**config.mk**
```make
export PLATFORM = sky130hd
export DESIGN_NAME = color_bbox_extractor_flat
export DESIGN_NICKNAME = d
export VERILOG_FILES = /design/src/rtl/color_bbox_extractor_if.sv /design/src/rtl/color_bbox_extractor.sv /design/src/flat_wrapper.sv
export SDC_FILE = /design/constraint.sdc
export NUM_CORES = 1
export LEC_CHECK = 0
export ABC_AREA = 1
export BUFFER_PORTS_ARGS = -buffer_cell sky130_fd_sc_hd__buf_2
export CAP_MARGIN = 20
export CORE_AREA = 2 2 108 110
export CTS_BUF_LIST = sky130_fd_sc_hd__clkbuf_4 sky130_fd_sc_hd__clkbuf_8 sky130_fd_sc_hd__clkbuf_16
export CTS_CLUSTER_SIZE = 16
export DETAILED_ROUTE_END_ITERATION = 10
export DIE_AREA = 0 0 110 112
export PLACE_DENSITY = 0.84
export SETUP_SLACK_MARGIN = 0.5
export SLEW_MARGIN = 20
export SYNTH_ARGS = -nofsm -noshare
export SYNTH_HDL_FRONTEND = slang
export SYNTH_SLANG_ARGS = --single-unit
export TNS_END_PERCENT = 20
```
**constraint.sdc**
```tcl
create_clock -name clk_in -period 2.8 [get_ports clk_in]
set_input_delay 0.84 -clock clk_in [delete_from_list [all_inputs] [get_ports clk_in]]
set_output_delay 0.84 -clock clk_in [all_outputs]
set_load 0.005 [all_outputs]
```
**src/rtl/color_bbox_extractor_if.sv**
```systemverilog
// Pixel-stream and per-frame result bundle for color_bbox_extractor.
// master = pixel source / result reader, slave = the extractor.
interface color_bbox_extractor_if;
  logic [10:0] hcount_in;
  logic [9:0]  vcount_in;
  logic        data_valid_in;
  logic [7:0]  red_in;
  logic [7:0]  green_in;
  logic [7:0]  blue_in;
  logic [10:0] x_min_out;
  logic [10:0] x_max_out;
  logic [9:0]  y_min_out;
  logic [9:0]  y_max_out;
  logic        found_out;
  logic        valid_out;
  logic [20:0] pixel_count_out;

  modport master (
    output hcount_in, vcount_in, data_valid_in, red_in, green_in, blue_in,
    input  x_min_out, x_max_out, y_min_out, y_max_out, found_out, valid_out, pixel_count_out
  );

  modport slave (
    input  hcount_in, vcount_in, data_valid_in, red_in, green_in, blue_in,
    output x_min_out, x_max_out, y_min_out, y_max_out, found_out, valid_out, pixel_count_out
  );
endinterface

```
**src/rtl/color_bbox_extractor.sv**
```systemverilog
// Recovers the bounding box of target-coloured pixels in a raster stream, one result per frame.
// Define BBOX_AREA_EN for the matched-pixel counter, pixel_count_out and the MIN_PIXELS threshold.
//   state    | meaning
//   WAIT_SOF | after reset, waiting for a valid pixel at (0,0)
//   ACCUM    | folding stage-1 matches into the accumulators
//   PUBLISH  | one cycle: load outputs, strobe valid_out, restart accumulators
module color_bbox_extractor #(
  parameter int          H_ACTIVE     = 1280,
  parameter int          V_ACTIVE     = 720,
  parameter logic [23:0] TARGET_COLOR = 24'hFF_00_00,
  parameter logic [7:0]  TOLERANCE    = 8'd32,
  parameter int          MIN_PIXELS   = 16
) (
  input logic                   clk_in,
  input logic                   rst_in,
  color_bbox_extractor_if.slave pix
);

  localparam logic [1:0]  WAIT_SOF = 2'd0;
  localparam logic [1:0]  ACCUM    = 2'd1;
  localparam logic [1:0]  PUBLISH  = 2'd2;
  localparam logic [10:0] H_LIMIT  = 11'(H_ACTIVE);
  localparam logic [10:0] H_LAST   = 11'(H_ACTIVE - 1);
  localparam logic [9:0]  V_LIMIT  = 10'(V_ACTIVE);
  localparam logic [9:0]  V_LAST   = 10'(V_ACTIVE - 1);
  localparam logic [10:0] X_EMPTY  = '1;
  localparam logic [9:0]  Y_EMPTY  = '1;

  function automatic logic chan_ok(input logic [7:0] a, input logic [7:0] b);
    logic [8:0] diff;
    diff = (a >= b) ? ({1'b0, a} - {1'b0, b}) : ({1'b0, b} - {1'b0, a});
    return diff <= {1'b0, TOLERANCE};
  endfunction

  logic [1:0]  state_q, state_d;
  logic        s1_valid_q, s1_valid_d, s1_match_q, s1_match_d;
  logic [10:0] s1_h_q, s1_h_d;
  logic [9:0]  s1_v_q, s1_v_d;
  logic [10:0] acc_x_min_q, acc_x_min_d, acc_x_max_q, acc_x_max_d;
  logic [9:0]  acc_y_min_q, acc_y_min_d, acc_y_max_q, acc_y_max_d;
  logic [10:0] nxt_x_min, nxt_x_max;
  logic [9:0]  nxt_y_min, nxt_y_max;
  logic [10:0] x_min_q, x_min_d, x_max_q, x_max_d;
  logic [9:0]  y_min_q, y_min_d, y_max_q, y_max_d;
  logic        found_q, found_d, valid_q, valid_d;
  logic        sof, eof, restart, acc_load, frame_found;
`ifdef BBOX_AREA_EN
  logic [20:0] acc_cnt_q, acc_cnt_d, nxt_cnt, pix_cnt_q, pix_cnt_d;
`endif

  always_comb begin
    s1_valid_d = pix.data_valid_in && (pix.hcount_in < H_LIMIT) && (pix.vcount_in < V_LIMIT);
    s1_match_d = s1_valid_d
                 && chan_ok(pix.red_in,   TARGET_COLOR[23:16])
                 && chan_ok(pix.green_in, TARGET_COLOR[15:8])
                 && chan_ok(pix.blue_in,  TARGET_COLOR[7:0]);
    s1_h_d     = pix.hcount_in;
    s1_v_d     = pix.vcount_in;
  end

  assign sof     = s1_valid_q && (s1_h_q == '0) && (s1_v_q == '0);
  assign eof     = s1_valid_q && (s1_h_q == H_LAST) && (s1_v_q == V_LAST);
  // A fresh (0,0) also restarts, so a frame whose last pixel was dropped is discarded.
  assign restart = (state_q == PUBLISH) || sof;

  always_comb begin
    nxt_x_min = restart ? X_EMPTY : acc_x_min_q;
    nxt_x_max = restart ? '0      : acc_x_max_q;
    nxt_y_min = restart ? Y_EMPTY : acc_y_min_q;
    nxt_y_max = restart ? '0      : acc_y_max_q;
`ifdef BBOX_AREA_EN
    nxt_cnt   = restart ? '0      : acc_cnt_q;
`endif
    if (s1_match_q) begin
      if (s1_h_q < nxt_x_min) nxt_x_min = s1_h_q;
      if (s1_h_q > nxt_x_max) nxt_x_max = s1_h_q;
      if (s1_v_q < nxt_y_min) nxt_y_min = s1_v_q;
      if (s1_v_q > nxt_y_max) nxt_y_max = s1_v_q;
`ifdef BBOX_AREA_EN
      if (nxt_cnt != '1) nxt_cnt = nxt_cnt + 21'd1;
`endif
    end
  end

`ifdef BBOX_AREA_EN
  assign frame_found = acc_cnt_q >= 21'(MIN_PIXELS);
`else
  assign frame_found = acc_x_max_q >= acc_x_min_q;
`endif

  always_comb begin
    state_d  = state_q;
    acc_load = 1'b0;
    valid_d  = 1'b0;
    found_d  = found_q;
    x_min_d  = x_min_q;
    x_max_d  = x_max_q;
    y_min_d  = y_min_q;
    y_max_d  = y_max_q;
`ifdef BBOX_AREA_EN
    pix_cnt_d = pix_cnt_q;
`endif
    case (state_q)
      WAIT_SOF: begin
        if (sof) begin
          acc_load = 1'b1;
          state_d  = ACCUM;
        end
      end
      ACCUM: begin
        acc_load = 1'b1;
        if (eof) state_d = PUBLISH;
      end
      PUBLISH: begin
        acc_load = 1'b1;
        valid_d  = 1'b1;
        found_d  = frame_found;
        if (frame_found) begin
          x_min_d = acc_x_min_q;
          x_max_d = acc_x_max_q;
          y_min_d = acc_y_min_q;
          y_max_d = acc_y_max_q;
        end
`ifdef BBOX_AREA_EN
        pix_cnt_d = acc_cnt_q;
`endif
        state_d = ACCUM;
      end
      default: state_d = WAIT_SOF;
    endcase
  end

  always_comb begin
    acc_x_min_d = acc_load ? nxt_x_min : acc_x_min_q;
    acc_x_max_d = acc_load ? nxt_x_max : acc_x_max_q;
    acc_y_min_d = acc_load ? nxt_y_min : acc_y_min_q;
    acc_y_max_d = acc_load ? nxt_y_max : acc_y_max_q;
`ifdef BBOX_AREA_EN
    acc_cnt_d   = acc_load ? nxt_cnt   : acc_cnt_q;
`endif
  end

  always_ff @(posedge clk_in) begin
    if (!rst_in) begin
      state_q     <= WAIT_SOF;
      s1_valid_q  <= 1'b0;
      s1_match_q  <= 1'b0;
      s1_h_q      <= '0;
      s1_v_q      <= '0;
      acc_x_min_q <= X_EMPTY;
      acc_x_max_q <= '0;
      acc_y_min_q <= Y_EMPTY;
      acc_y_max_q <= '0;
      x_min_q     <= '0;
      x_max_q     <= '0;
      y_min_q     <= '0;
      y_max_q     <= '0;
      found_q     <= 1'b0;
      valid_q     <= 1'b0;
`ifdef BBOX_AREA_EN
      acc_cnt_q   <= '0;
      pix_cnt_q   <= '0;
`endif
    end else begin
      state_q     <= state_d;
      s1_valid_q  <= s1_valid_d;
      s1_match_q  <= s1_match_d;
      s1_h_q      <= s1_h_d;
      s1_v_q      <= s1_v_d;
      acc_x_min_q <= acc_x_min_d;
      acc_x_max_q <= acc_x_max_d;
      acc_y_min_q <= acc_y_min_d;
      acc_y_max_q <= acc_y_max_d;
      x_min_q     <= x_min_d;
      x_max_q     <= x_max_d;
      y_min_q     <= y_min_d;
      y_max_q     <= y_max_d;
      found_q     <= found_d;
      valid_q     <= valid_d;
`ifdef BBOX_AREA_EN
      acc_cnt_q   <= acc_cnt_d;
      pix_cnt_q   <= pix_cnt_d;
`endif
    end
  end

  assign pix.x_min_out = x_min_q;
  assign pix.x_max_out = x_max_q;
  assign pix.y_min_out = y_min_q;
  assign pix.y_max_out = y_max_q;
  assign pix.found_out = found_q;
  assign pix.valid_out = valid_q;
`ifdef BBOX_AREA_EN
  assign pix.pixel_count_out = pix_cnt_q;
`else
  assign pix.pixel_count_out = '0;
  // Without the counter the threshold has no meaning; keep the parameter referenced.
  if (MIN_PIXELS < 0) begin : g_min_pixels_unused
  end
`endif

endmodule

```
**src/flat_wrapper.sv**
```systemverilog
// flat-port wrapper written by rule: the top's interface ports become plain ports
module color_bbox_extractor_flat 
#(
  parameter int          H_ACTIVE     = 1280,
  parameter int          V_ACTIVE     = 720,
  parameter logic [23:0] TARGET_COLOR = 24'hFF_00_00,
  parameter logic [7:0]  TOLERANCE    = 8'd32,
  parameter int          MIN_PIXELS   = 16
)
  (clk_in, rst_in, pix_hcount_in, pix_vcount_in, pix_data_valid_in, pix_red_in, pix_green_in, pix_blue_in, pix_x_min_out, pix_x_max_out, pix_y_min_out, pix_y_max_out, pix_found_out, pix_valid_out, pix_pixel_count_out);
  color_bbox_extractor_if pix_i ();
  input logic clk_in;
  input logic rst_in;
  input wire logic [$bits(pix_i.hcount_in)-1:0] pix_hcount_in;
  input wire logic [$bits(pix_i.vcount_in)-1:0] pix_vcount_in;
  input wire logic [$bits(pix_i.data_valid_in)-1:0] pix_data_valid_in;
  input wire logic [$bits(pix_i.red_in)-1:0] pix_red_in;
  input wire logic [$bits(pix_i.green_in)-1:0] pix_green_in;
  input wire logic [$bits(pix_i.blue_in)-1:0] pix_blue_in;
  output wire logic [$bits(pix_i.x_min_out)-1:0] pix_x_min_out;
  output wire logic [$bits(pix_i.x_max_out)-1:0] pix_x_max_out;
  output wire logic [$bits(pix_i.y_min_out)-1:0] pix_y_min_out;
  output wire logic [$bits(pix_i.y_max_out)-1:0] pix_y_max_out;
  output wire logic [$bits(pix_i.found_out)-1:0] pix_found_out;
  output wire logic [$bits(pix_i.valid_out)-1:0] pix_valid_out;
  output wire logic [$bits(pix_i.pixel_count_out)-1:0] pix_pixel_count_out;
  assign pix_i.hcount_in = pix_hcount_in;
  assign pix_i.vcount_in = pix_vcount_in;
  assign pix_i.data_valid_in = pix_data_valid_in;
  assign pix_i.red_in = pix_red_in;
  assign pix_i.green_in = pix_green_in;
  assign pix_i.blue_in = pix_blue_in;
  assign pix_x_min_out = pix_i.x_min_out;
  assign pix_x_max_out = pix_i.x_max_out;
  assign pix_y_min_out = pix_i.y_min_out;
  assign pix_y_max_out = pix_i.y_max_out;
  assign pix_found_out = pix_i.found_out;
  assign pix_valid_out = pix_i.valid_out;
  assign pix_pixel_count_out = pix_i.pixel_count_out;
  color_bbox_extractor #(.H_ACTIVE(H_ACTIVE), .V_ACTIVE(V_ACTIVE), .TARGET_COLOR(TARGET_COLOR), .TOLERANCE(TOLERANCE), .MIN_PIXELS(MIN_PIXELS)) u_core (.clk_in(clk_in), .rst_in(rst_in), .pix(pix_i));
endmodule
```
Word level (Yosys, flattened, before mapping). Index checks and enable logic that the tools add are counted.

Input bits: 48. Latch bits: 0. RAM bits: 0. Bits in read-only memories: 0. Flip-flop bits (word level): 111. Memories kept: 0. Output and inout bits: 65.

Shift-type cells: 0. Reduce and logical (&&, ||, !) cells: 16. Order comparisons: 13. $add $sub $neg: 4. Div/mod/pow operators: 0. Bitwise logic cells: 0. Mux-type cells: 21. Multiply operators: 0. Equal/unequal tests: 6.

Operators with widths (count): two-way mux 11 bit (6); two-way mux 10 bit (6); <= comparator 9 x 6 -> 1 bit (second input constant) (3); two-way mux 9 bit (3); subtractor 1 x 8 -> 9 bit (first input constant) (2); >= comparator 8 x 1 -> 1 bit (second input constant) (2); == test 11 bit (second input constant) (1); >= comparator 11 bit (1); > comparator 11 bit (1); zero test 11 bit (1); less-than comparator 11 bit (1); less-than comparator 11 bit (second input constant) (1); == test 10 bit (second input constant) (1); > comparator 10 bit (1); zero test 10 bit (1); less-than comparator 10 bit (1); less-than comparator 10 bit (second input constant) (1); logical AND 1 bit (9); subtractor 8 x 8 -> 9 bit (first input constant) (1); subtractor 8 x 8 -> 9 bit (second input constant) (1); >= comparator 8 bit (second input constant) (1); one-hot mux 2 bit (3 select lines) (1); two-way mux 2 bit (2); != test 2 x 1 -> 1 bit (second input constant) (2); other kinds (8) (10).

Logic depth before layout (Yosys ltp). Gate-level depths: netlist of run 1.

Word-level depth: 8. Gate-level depth with buffers: 22. Gate-level depth less buffers: 20.

Worst setup path after synthesis of run 1. Ideal clock, no wire load.

Kind: register to register. Start: reg u_core.state_q[0]. End: reg u_core.acc_x_max_q[0]. Buffers on the path: 2. Stages on the path, launching flop included: 19. Setup slack: 0.269 ns. Arrival: 2.418 ns. Period minus slack after synthesis: 2.531 ns. Required time: 2.687 ns. Library setup time: 0.113 ns. Cell sequence: dfxtp_1 inv_1 ha_1 inv_1 nand2_2 buf_2 nor2_1 inv_1 ha_1 nand2_1 inv_1 nand3_1 nor3_2 nand4_1 nand3_1 clkbuf_1 nor2_1 o21ai_1 inv_1.

Longest elaborated chain between the ends: 6. Elaborated cells on any way between the ends: 10. Classes of those cells: order compare (1); eq/ne (2); mux (4); reduce/logical (3).

RTL lines: start: declaration (RTL line color_bbox_extractor.sv:35) `logic [1:0] state_q, state_d;`; start signal: assignment (RTL line color_bbox_extractor.sv:165) `state_q <= state_d;`; == test 2 bit (RTL line color_bbox_extractor.sv:64, color_bbox_extractor.sv:103); logical OR 1 bit (RTL line color_bbox_extractor.sv:64) `assign restart = (state_q == PUBLISH) || sof;`; two-way mux 11 bit (RTL line color_bbox_extractor.sv:68) `nxt_x_max = restart ? '0 : acc_x_max_q;`; > comparator 11 bit (RTL line color_bbox_extractor.sv:76) `if (s1_h_q > nxt_x_max) nxt_x_max = s1_h_q;`; two-way mux 11 bit (RTL line color_bbox_extractor.sv:76); two-way mux 11 bit (RTL line color_bbox_extractor.sv:74) `if (s1_match_q) begin`; end signal: assignment (RTL line color_bbox_extractor.sv:171) `acc_x_max_q <= acc_x_max_d;`; end: declaration (RTL line color_bbox_extractor.sv:39) `logic [10:0] acc_x_min_q, acc_x_min_d, acc_x_max_q, acc_x_max_d;`.

Several ways; a longest one is shown, not always the timed one. A chain may end at the register's enable or synchronous reset.

Final worst setup path of run 1.
Start: reg u_core.s1_valid_q. End: reg u_core.acc_y_min_q[8].

Longest elaborated chain between the ends: 7. Elaborated cells on any way between the ends: 9. Classes of those cells: order compare (1); mux (5); reduce/logical (3).

RTL lines: start: declaration (RTL line color_bbox_extractor.sv:36) `logic s1_valid_q, s1_valid_d, s1_match_q, s1_match_d;`; start signal: assignment (RTL line color_bbox_extractor.sv:166) `s1_valid_q <= s1_valid_d;`; logical AND 1 bit * (2 in a row) (RTL line color_bbox_extractor.sv:61) `assign sof = s1_valid_q && (s1_h_q == '0) && (s1_v_q == '0);`; logical OR 1 bit (RTL line color_bbox_extractor.sv:64); two-way mux 10 bit (RTL line color_bbox_extractor.sv:69) `nxt_y_min = restart ? Y_EMPTY : acc_y_min_q;`; less-than comparator 10 bit (RTL line color_bbox_extractor.sv:77) `if (s1_v_q < nxt_y_min) nxt_y_min = s1_v_q;`; two-way mux 10 bit (RTL line color_bbox_extractor.sv:77); two-way mux 10 bit (RTL line color_bbox_extractor.sv:74); end signal: assignment (RTL line color_bbox_extractor.sv:172) `acc_y_min_q <= acc_y_min_d;`; end: declaration (RTL line color_bbox_extractor.sv:40) `logic [9:0] acc_y_min_q, acc_y_min_d, acc_y_max_q, acc_y_max_d;`.

Every way passes the cells marked *; elsewhere a longest branch is shown, timed or not.

==> results by stage, run 1 <==
Run status:
- The flow ran to the end, but the final reports show violations.
- The final reports fail on negative setup slack.

Setup path:
- The setup path with the least slack is of type reg2reg.
- STA classifies the critical path startpoint as a register.
- For the worst setup path, the data required time is 3030 ps.
- The signal arrival time at the worst endpoint is 3150 ps.
- STA classifies the critical path endpoint as a register.
- Of all nets on the critical path, the largest fanout is 8.

Timing:
- In this run the tightest slew margin relative to its limit is 36.7%.
- The final critical-path required period is 2920 ps.
- Setup repair after global routing could not meet its margin everywhere.
- The final hold violation count is 0.
- Static timing analysis puts the maximum clock frequency at 342 MHz.
- After layout, the worst path uses 104% of the clock period.
- On the final layout, the worst hold slack is 477 ps.
- Setup violations remaining at the end of the flow were counted as 31.
- The max-slew violation total from the final report is 0.
- The post-route clock skew is 13.4 ps.
- Across all setup checks in the final design, the least slack found is -120 ps.
- At the pin with the least slew margin, the transition time is 948 ps.

Detailed routing:
- For this run, design rule violations remaining after detail routing come to 0.
- In the routed layout, each cell is associated on average with a via count of 5.91.
- The detailed router put a total of 7860 microns of wire on met1.
- Detailed routing placed a total of 9340 microns of wire on met2.
- After detailed routing, the average wire length per cell comes to 18.2 microns.
- The first-pass detailed-route iteration total is 8.
- After detailed routing, the met3 layer carries 2270 microns of wire.
- The count of nets left with antenna violations after detail routing is 0.
- After detailed routing, no signal wire sits above met4.
- For this block, the routed nets add up to 20,600 microns of wire.
- The total via count in the routed design is 6,692.
- The detailed router finished its first iteration with 936 violations.

Clock tree:
- The buffer cell driving the clock tree root is sky130_fd_sc_hd__clkbuf_16.
- The H-tree generated during clock tree synthesis spans 3 levels.
- The clock tree from TritonCTS is yes.
- The buffer levels on the longest clock path is 2.
- In this run, post-CTS hold repair placed 0 buffers.
- The total CTS buffers is 9.
- The later pin in the worst-skew pair is clocked with a latency of 360 ps.
- Clock-pin slew was measured on the worst setup and hold paths at 80 ps.
- The clock sink count is 111.

Synthesis:
- Sequential elements use 36.2% of the synthesized area.
- Sorting the synthesized cells by area gives the leading types as sky130_fd_sc_hd__dfxtp_1 36%, sky130_fd_sc_hd__ha_1 11%, sky130_fd_sc_hd__nand2_1 8.3%.
- In the synthesized netlist the dominant register cell turns out to be sky130_fd_sc_hd__dfxtp_1.
- The proportion of synthesized flip-flops having asynchronous set or reset is 0%.
- The post-synthesis cell area is 6130 sq um.
- The register bit total from synthesis is 111.
- The cell type with the largest total area after synthesis is sky130_fd_sc_hd__dfxtp_1.
- The distinct cell type count of the synthesized netlist is 38.
- The synthesized design contains 0 enable-type register cells.
- The number of warnings issued by yosys is 0.
- The top cell type's share of synthesized area is 36.2%.
- The cell count after synthesis came out at 863.
- A synthesized cell averages 7.11 sq um.

Run:
- The reported max-cap violation count is 0.

Finish:
- The library cell used most frequently in the layout, excluding fill and tap cells, is sky130_fd_sc_hd__nand2_1.
- Fill cells in the final layout number 783.
- In the final layout, the share of cells above drive strength 1 is 32.6%.
- The post-layout net count is 1,088.
- The antenna diode count is 0.
- In the layout the commonest cells are 110 x sky130_fd_sc_hd__nand2_1, 98 x sky130_fd_sc_hd__inv_1, 91 x sky130_fd_sc_hd__buf_2.
- The area growth from synthesis to layout is 31.7%.

Placement:
- The wire-length estimate of the detail-placed layout is 11,000 microns.
- The port buffer count is 91.
- The final estimated routing congestion in global placement is 0.900.
- The pre-CTS setup slack is 52.9 ps.

Floorplanning:
- Measured along the y axis, the die boundary spans 112 microns.
- The total area inside the core boundary comes to 11,200 sq um.
- In this run the count of I/O pins placed on the die edge is 113.
- In this run the core area contains 39 standard-cell rows.
- The floorplan step set the die width to 110 microns.
- The die area is 12,300 sq um.
- Once the floorplan was initialized, standard cells occupied 54.9% of the core.

Global routing:
- The first global-routing pass estimated 27,700 microns of wire.
- The pin count of the biggest net entering global routing is 66.
- The number of global-route vias before repair is 5,744.
- The remaining global-route overflow is 0.
- The all-layer global routing usage is 28.4%.
- The initial antenna violation count is 0.

Worst hold path:
- The worst hold path belongs to the class reg2reg.

Power and ir drop:
- The areal power density over the cells is 822 nW/um^2.
- The highest ir drop seen on vdd is 0.759 mV.
- The cell leakage power is 3.84 nW.
- Power comes to 6.64 mW.
==> state kept, by name, indices dropped and copies added, names as in the netlist <==
name,flops
u_core.s1_valid_q,1
u_core.pix.found_out,1
u_core.pix.x_max_out,11
u_core.pix.y_max_out,10
u_core.pix.y_min_out,10
u_core.acc_x_min_q,11
u_core.pix.x_min_out,11
u_core.s1_h_q,11
u_core.acc_x_max_q,11
u_core.pix.valid_out,1
u_core.acc_y_max_q,10
u_core.acc_y_min_q,10
u_core.s1_v_q,10
u_core.state_q,2
u_core.s1_match_q,1
==> stage by stage <==
stage | utilization (%) | cell area, sq um | instances | setup TNS (ps)
5_1_grt | 72.3 | 8080 | 1132 | -2210
4_1_cts | 67.3 | 7520 | 1119 | 0
3_5_place_dp | 60.9 | 6800 | 1076 | 0
6_report | 72.3 | 8080 | 1132 | -1380
2_1_floorplan | - | 6410 | 883 | 0
3_3_place_gp | 60.9 | 6800 | 1076 | 0
==> timing repair <==
item / 4_1_cts / 5_1_grt
pin swaps: 24 / 30
setup buffers: 24 / 9
gates resized for setup: 57 / 92
setup endpoints to repair: 84 / 84
cloned: 4 / 4
==> power by group <==
part | switching (mW) | internal [mW]
registers | 0.182 | 1.80
logic | 2.04 | 1.20
clock network | 0.617 | 0.807
==> cell type report <==
class | instances | area, sq um | share of cell area, %
flip-flops and latches | 111 | 2280 | 28.2
clock inverters | 5 | 81.3 | 1.01
inverters | 113 | 440 | 5.45
clock buffers | 10 | 239 | 2.96
well taps | 143 | 179 | 2.22
repair buffers | 150 | 1010 | 12.5
multi-input cells | 600 | 3850 | 47.7
==> worst max-delay path, stage by stage (launching register included) <==
cell	delay [ps]
sky130_fd_sc_hd__dfxtp_2	350
sky130_fd_sc_hd__inv_2	40
sky130_fd_sc_hd__nor2_1	110
sky130_fd_sc_hd__nand2_1	110
sky130_fd_sc_hd__nor2_4	130
sky130_fd_sc_hd__nand3_4	140
sky130_fd_sc_hd__nand2_8	160
sky130_fd_sc_hd__buf_6	120
sky130_fd_sc_hd__buf_8	130
sky130_fd_sc_hd__buf_6	120
sky130_fd_sc_hd__nor2_2	40
sky130_fd_sc_hd__ha_1	300
sky130_fd_sc_hd__nand2_2	110
sky130_fd_sc_hd__o21a_1	150
sky130_fd_sc_hd__o21ai_2	60
sky130_fd_sc_hd__nor2_2	160
sky130_fd_sc_hd__buf_6	200
sky130_fd_sc_hd__nand3_1	110
sky130_fd_sc_hd__nand3_1	130
sky130_fd_sc_hd__nand2_1	110
==> cell usage after synthesis, types with 2 or more instances <==
master and n:
sky130_fd_sc_hd__o21ai_1 22, sky130_fd_sc_hd__nor2_1 103, sky130_fd_sc_hd__a211oi_1 4, sky130_fd_sc_hd__nand4_1 10
sky130_fd_sc_hd__buf_6 4, sky130_fd_sc_hd__ha_1 55, sky130_fd_sc_hd__dfxtp_1 111, sky130_fd_sc_hd__buf_2 15
sky130_fd_sc_hd__inv_2 4, sky130_fd_sc_hd__clkbuf_1 18, sky130_fd_sc_hd__nand2_1 135, sky130_fd_sc_hd__buf_1 2
sky130_fd_sc_hd__nor3_1 4, sky130_fd_sc_hd__a21oi_1 96, sky130_fd_sc_hd__nand3_1 64, sky130_fd_sc_hd__buf_4 23
sky130_fd_sc_hd__inv_1 107, sky130_fd_sc_hd__nor4_1 3, sky130_fd_sc_hd__nor2_2 4, sky130_fd_sc_hd__o21a_1 5
sky130_fd_sc_hd__nand2_2 6, sky130_fd_sc_hd__o21ai_0 52
==> final timing paths <==
| path | from | to | slack [ps] | cells after the start |
|---|---|---|---|---|
| max | u_core.s1_valid_q$_SDFF_PN0_ | u_core.acc_y_min_q[8]$_SDFFE_PN1P_ | -120 | 19 |
| min | u_core.pix.found_out$_SDFFE_PN0P_ | u_core.pix.found_out$_SDFFE_PN0P_ | 480 | 2 |
| max reg2reg | u_core.s1_valid_q$_SDFF_PN0_ | u_core.acc_y_min_q[8]$_SDFFE_PN1P_ | -120 | 19 |
| min reg2reg | u_core.pix.found_out$_SDFFE_PN0P_ | u_core.pix.found_out$_SDFFE_PN0P_ | 480 | 2 |
==> routing by layer <==
metal	global-route usage, %	vias to the layer above
li1	-	3015
met3	4.98	144
met5	0	-
met4	12.1	0
met2	42.7	535
met1	39.8	2998
==> kinds of logic (layout without fill, tap and decap cells) <==
family | after synthesis | in the layout | share of synthesized area, %
AND/OR/NAND/NOR | 334 | 337 | 23.3
AO/OA/AOI/OAI | 187 | 187 | 16.3
buffers and inverters | 175 | 278 | 12.9
flip-flops | 111 | 111 | 36.2
adder cells (fa/ha/maj) | 55 | 55 | 11.2
other | 1 | 21 | 0.0611
(Power assumes the default switching activity.)
==> inputs of run 2 (changes only) <==
PLACE_DENSITY = 0.91   (was 0.84)
==> run 2 against run 1 <==
- the run still ends with negative setup slack left
- clock power hardly changed
- combinational power is 2% higher
- clock skew is 4.5 ps lower
- critical path depth is 1 lower
- sequential share of layout area is 0.12 points higher
- non-clock buffer count is 4 higher
==> results by stage, run 2 (synthesis results as in run 1) <==
Run status:
- The run finished, with violations left.
- The checks that failed: negative setup slack.

Timing:
- The final setup violation count is 23.
- Setup repair after global routing could not meet its margin everywhere.
- The final critical-path required period is 2860 ps.
- The fraction of the cycle the final worst path needs is 102%.
- After layout, the worst setup slack is -62.2 ps.
- The final hold violation count came to 0.
- The worst hold slack is 478 ps.
- The max-slew violation total from the final report is 0.
- Clock skew on the completed layout was measured at 8.93 ps.
- The relative slew slack is 36.1%.
- The slew at the pin closest to its max-slew limit is 957 ps.
- Based on the critical path, the design can be clocked at up to 349 MHz.

Placement:
- The pre-CTS setup slack is 127 ps.
- Once detailed placement completed, the half-perimeter wirelength came to 11,200 microns.
- The final estimated routing congestion in global placement is 0.949.
- During placement, the flow inserted port buffers numbering 91.

Power and ir drop:
- The total internal power is 3.88 mW.
- The cell leakage power is 3.84 nW.
- The analysis attributes to net switching a power of 2.83 mW.
- The share of power burned in combinational logic is 49.1%.
- The design draws 6.71 mW.
- The share of power burned in registers is 29.5%.
- The areal power density over the cells is 837 nW/um^2.
- IR analysis of the VDD net gives a maximum drop of 0.882 mV.
- The clock network is responsible for 21.4% of the overall power.
- Net switching is 42.2% of the power.

Floorplanning:
- The initial standard-cell utilization of the core is 54.9%.
- The die covers 12,300 sq um.
- The vertical extent of the die is 112 microns.
- The top-level I/O count is 113.
- The floorplan row count is 39.
- The total area inside the core boundary comes to 11,200 sq um.
- Measured along the x axis, the die boundary spans 110 microns.

Finish:
- The post-layout net count is 1,091.
- The core utilization of the finished layout is 71.8%.
- The antenna diode count is 0.
- The post-route netlist has 31.8% of its cells at a drive strength greater than 1.
- The filler cells instantiated in the layout total 768.
- The top cell types in the final layout, fill and taps aside, are 113 x sky130_fd_sc_hd__nand2_1, 97 x sky130_fd_sc_hd__inv_1, 92 x sky130_fd_sc_hd__buf_2.
- Leaving out fill and tap cells, the most frequent cell in the layout is sky130_fd_sc_hd__nand2_1.
- The area growth from synthesis to layout is 30.8%.

Setup path:
- Along the worst path, the maximum fanout reaches 7.
- The critical path contains buffers and inverters numbering 3 combined.
- The critical path runs through a total of 18 cells.
- In this run the critical register-to-register path is launched from u_core.s1_h_q[4]$_SDFF_PN0_.
- The critical path is of the reg2reg type.
- For this run, the slowest stage of the critical path takes 350 ps.
- The worst path required time is 3110 ps.
- Walking the worst path, the cells encountered are nor2_1, nand2_2, nor2_4, nand3_4, nand2_8, buf_8, buf_4, nor2_2, ha_1, a21oi_2, o21a_1, o21ai_1, nor2_1, buf_4, nand2_4, nand2_2, nand3_1, nand2_1.
- STA classifies the critical path endpoint as a register.
- The critical path's slowest cell is sky130_fd_sc_hd__ha_1.
- The worst register-to-register path ends at u_core.acc_y_min_q[5]$_SDFFE_PN1P_.
- Setup slack on the worst reg-to-reg path comes out at -60 ps.
- The origin of the worst setup path is u_core.s1_h_q[4]$_SDFF_PN0_.
- The signal arrival time at the worst endpoint is 3170 ps.
- The critical path endpoint is u_core.acc_y_min_q[5]$_SDFFE_PN1P_.
- The kind of cell with the highest combined delay along the critical path is simple AND/OR/NAND/NOR gates.
- The kind of start point of the critical path is a register.
- The depth of the most critical reg-to-reg path is 18.

Clock tree:
- The buffer levels on the longest clock path is 2.
- The clock sink count is 111.
- The maximum level of the CTS H-tree is 3.
- The total CTS buffers is 9.
- The clock network latency to the later pin of the worst-skew pair is 370 ps.
- The clock transition time at the flip-flop clock pins of the worst setup and hold paths is 80 ps.
- The clock tree from TritonCTS is yes.
- The buffer cell driving the clock tree root is sky130_fd_sc_hd__clkbuf_16.
- For this design, the CTS-stage hold fixing added 0 buffers.

Worst hold path:
- The type of the worst min-delay path is reg2reg.

Global routing:
- Entering global routing, the biggest net connects 66 pins.
- The remaining global-route overflow is 0.
- The initial antenna violation count is 0.
- The all-layer global routing usage is 30.0%.
- The number of global-route vias before repair is 6,002.
- The global-route wire length before repair is 29,200 microns.

Detailed routing:
- After detailed routing, the number of remaining DRC violations is 0.
- The final wirelength is 20,300 microns.
- The violation count after the first detailed-routing iteration is 924.
- The detail-routed net length per standard cell is 17.8 microns.
- The total via count in the routed design is 6,755.
- The count of nets left with antenna violations after detail routing is 0.
- In the routed layout, each cell is associated on average with a via count of 5.95.
- The first-pass detailed-route iteration total is 8.

Run:
- The reported max-cap violation count is 0.
==> run 2: through the flow <==
stage | cell area, sq um | setup TNS (ps) | cells
after floorplan | 6410 | 0 | 883
after global placement | 6820 | 0 | 1079
after detailed placement | 6820 | 0 | 1079
after CTS | 7800 | 0 | 1131
after global routing | 8020 | -3700 | 1136
final | 8020 | -590 | 1136
==> run 2: cell type report <==
class	instances	area (sq um)	area share [%]
inverter	113	440	5.49
sequential	111	2270	28.3
timing repair buffer	154	1030	12.9
tap	143	179	2.23
clock inverter	6	93.8	1.17
clock buffer	10	233	2.90
multi-input combinational	599	3770	47.0
==> run 2: layer usage <==
metal | track usage [%] | vias up | share of wire, %
met3 | 6.03 | 173 | 11
met1 | 40.4 | 3030 | 38
met4 | 14.5 | 0 | 7.1
met2 | 45.5 | 522 | 44
met5 | 0 | - | 0
li1 | - | 3030 | -
==> run 2: worst min-delay path by stage <==
| stage | start | to | slack [ps] | cells after the start |
|---|---|---|---|---|
| after floorplan | u_core.acc_y_min_q[0]$_SDFFE_PN1P_ | u_core.acc_y_min_q[0]$_SDFFE_PN1P_ | 440 | 2 |
| after global placement | u_core.acc_y_min_q[0]$_SDFFE_PN1P_ | u_core.acc_y_min_q[0]$_SDFFE_PN1P_ | 450 | 2 |
| after detailed placement | u_core.acc_y_min_q[0]$_SDFFE_PN1P_ | u_core.acc_y_min_q[0]$_SDFFE_PN1P_ | 460 | 2 |
| after CTS | u_core.acc_y_min_q[0]$_SDFFE_PN1P_ | u_core.acc_y_min_q[0]$_SDFFE_PN1P_ | 480 | 2 |
| after global routing | u_core.pix.x_max_out[10]$_SDFFE_PN0P_ | u_core.pix.x_max_out[10]$_SDFFE_PN0P_ | 510 | 2 |
| final | u_core.pix.y_max_out[8]$_SDFFE_PN0P_ | u_core.pix.y_max_out[8]$_SDFFE_PN0P_ | 480 | 2 |
==> run 2: power by group through the flow <==
| stage | Combinational, mW | Sequential [mW] | Clock (mW) |
|---|---|---|---|
| 2_1_floorplan | 1.93 | 1.95 | 0 |
| 3_3_place_gp | 2.26 | 1.99 | 0 |
| 3_5_place_dp | 2.33 | 2.00 | 0 |
| 4_1_cts | 2.88 | 1.95 | 1.42 |
| 5_1_grt | 3.54 | 1.99 | 1.50 |
| 6_report | 3.30 | 1.98 | 1.44 |
==> run 2: repair_timing <==
action	in CTS	in global routing
gates cloned	7	1
pin swaps	33	35
gates resized for setup	88	47
buffers inserted	29	4
setup endpoints to repair	83	84
==> run 2: worst min-delay path, delay by kind of cell, from the launching register on <==
kind / cells / cell delay (ps)
DFF: 1 / 320
and+or+nand+nor: 2 / 120
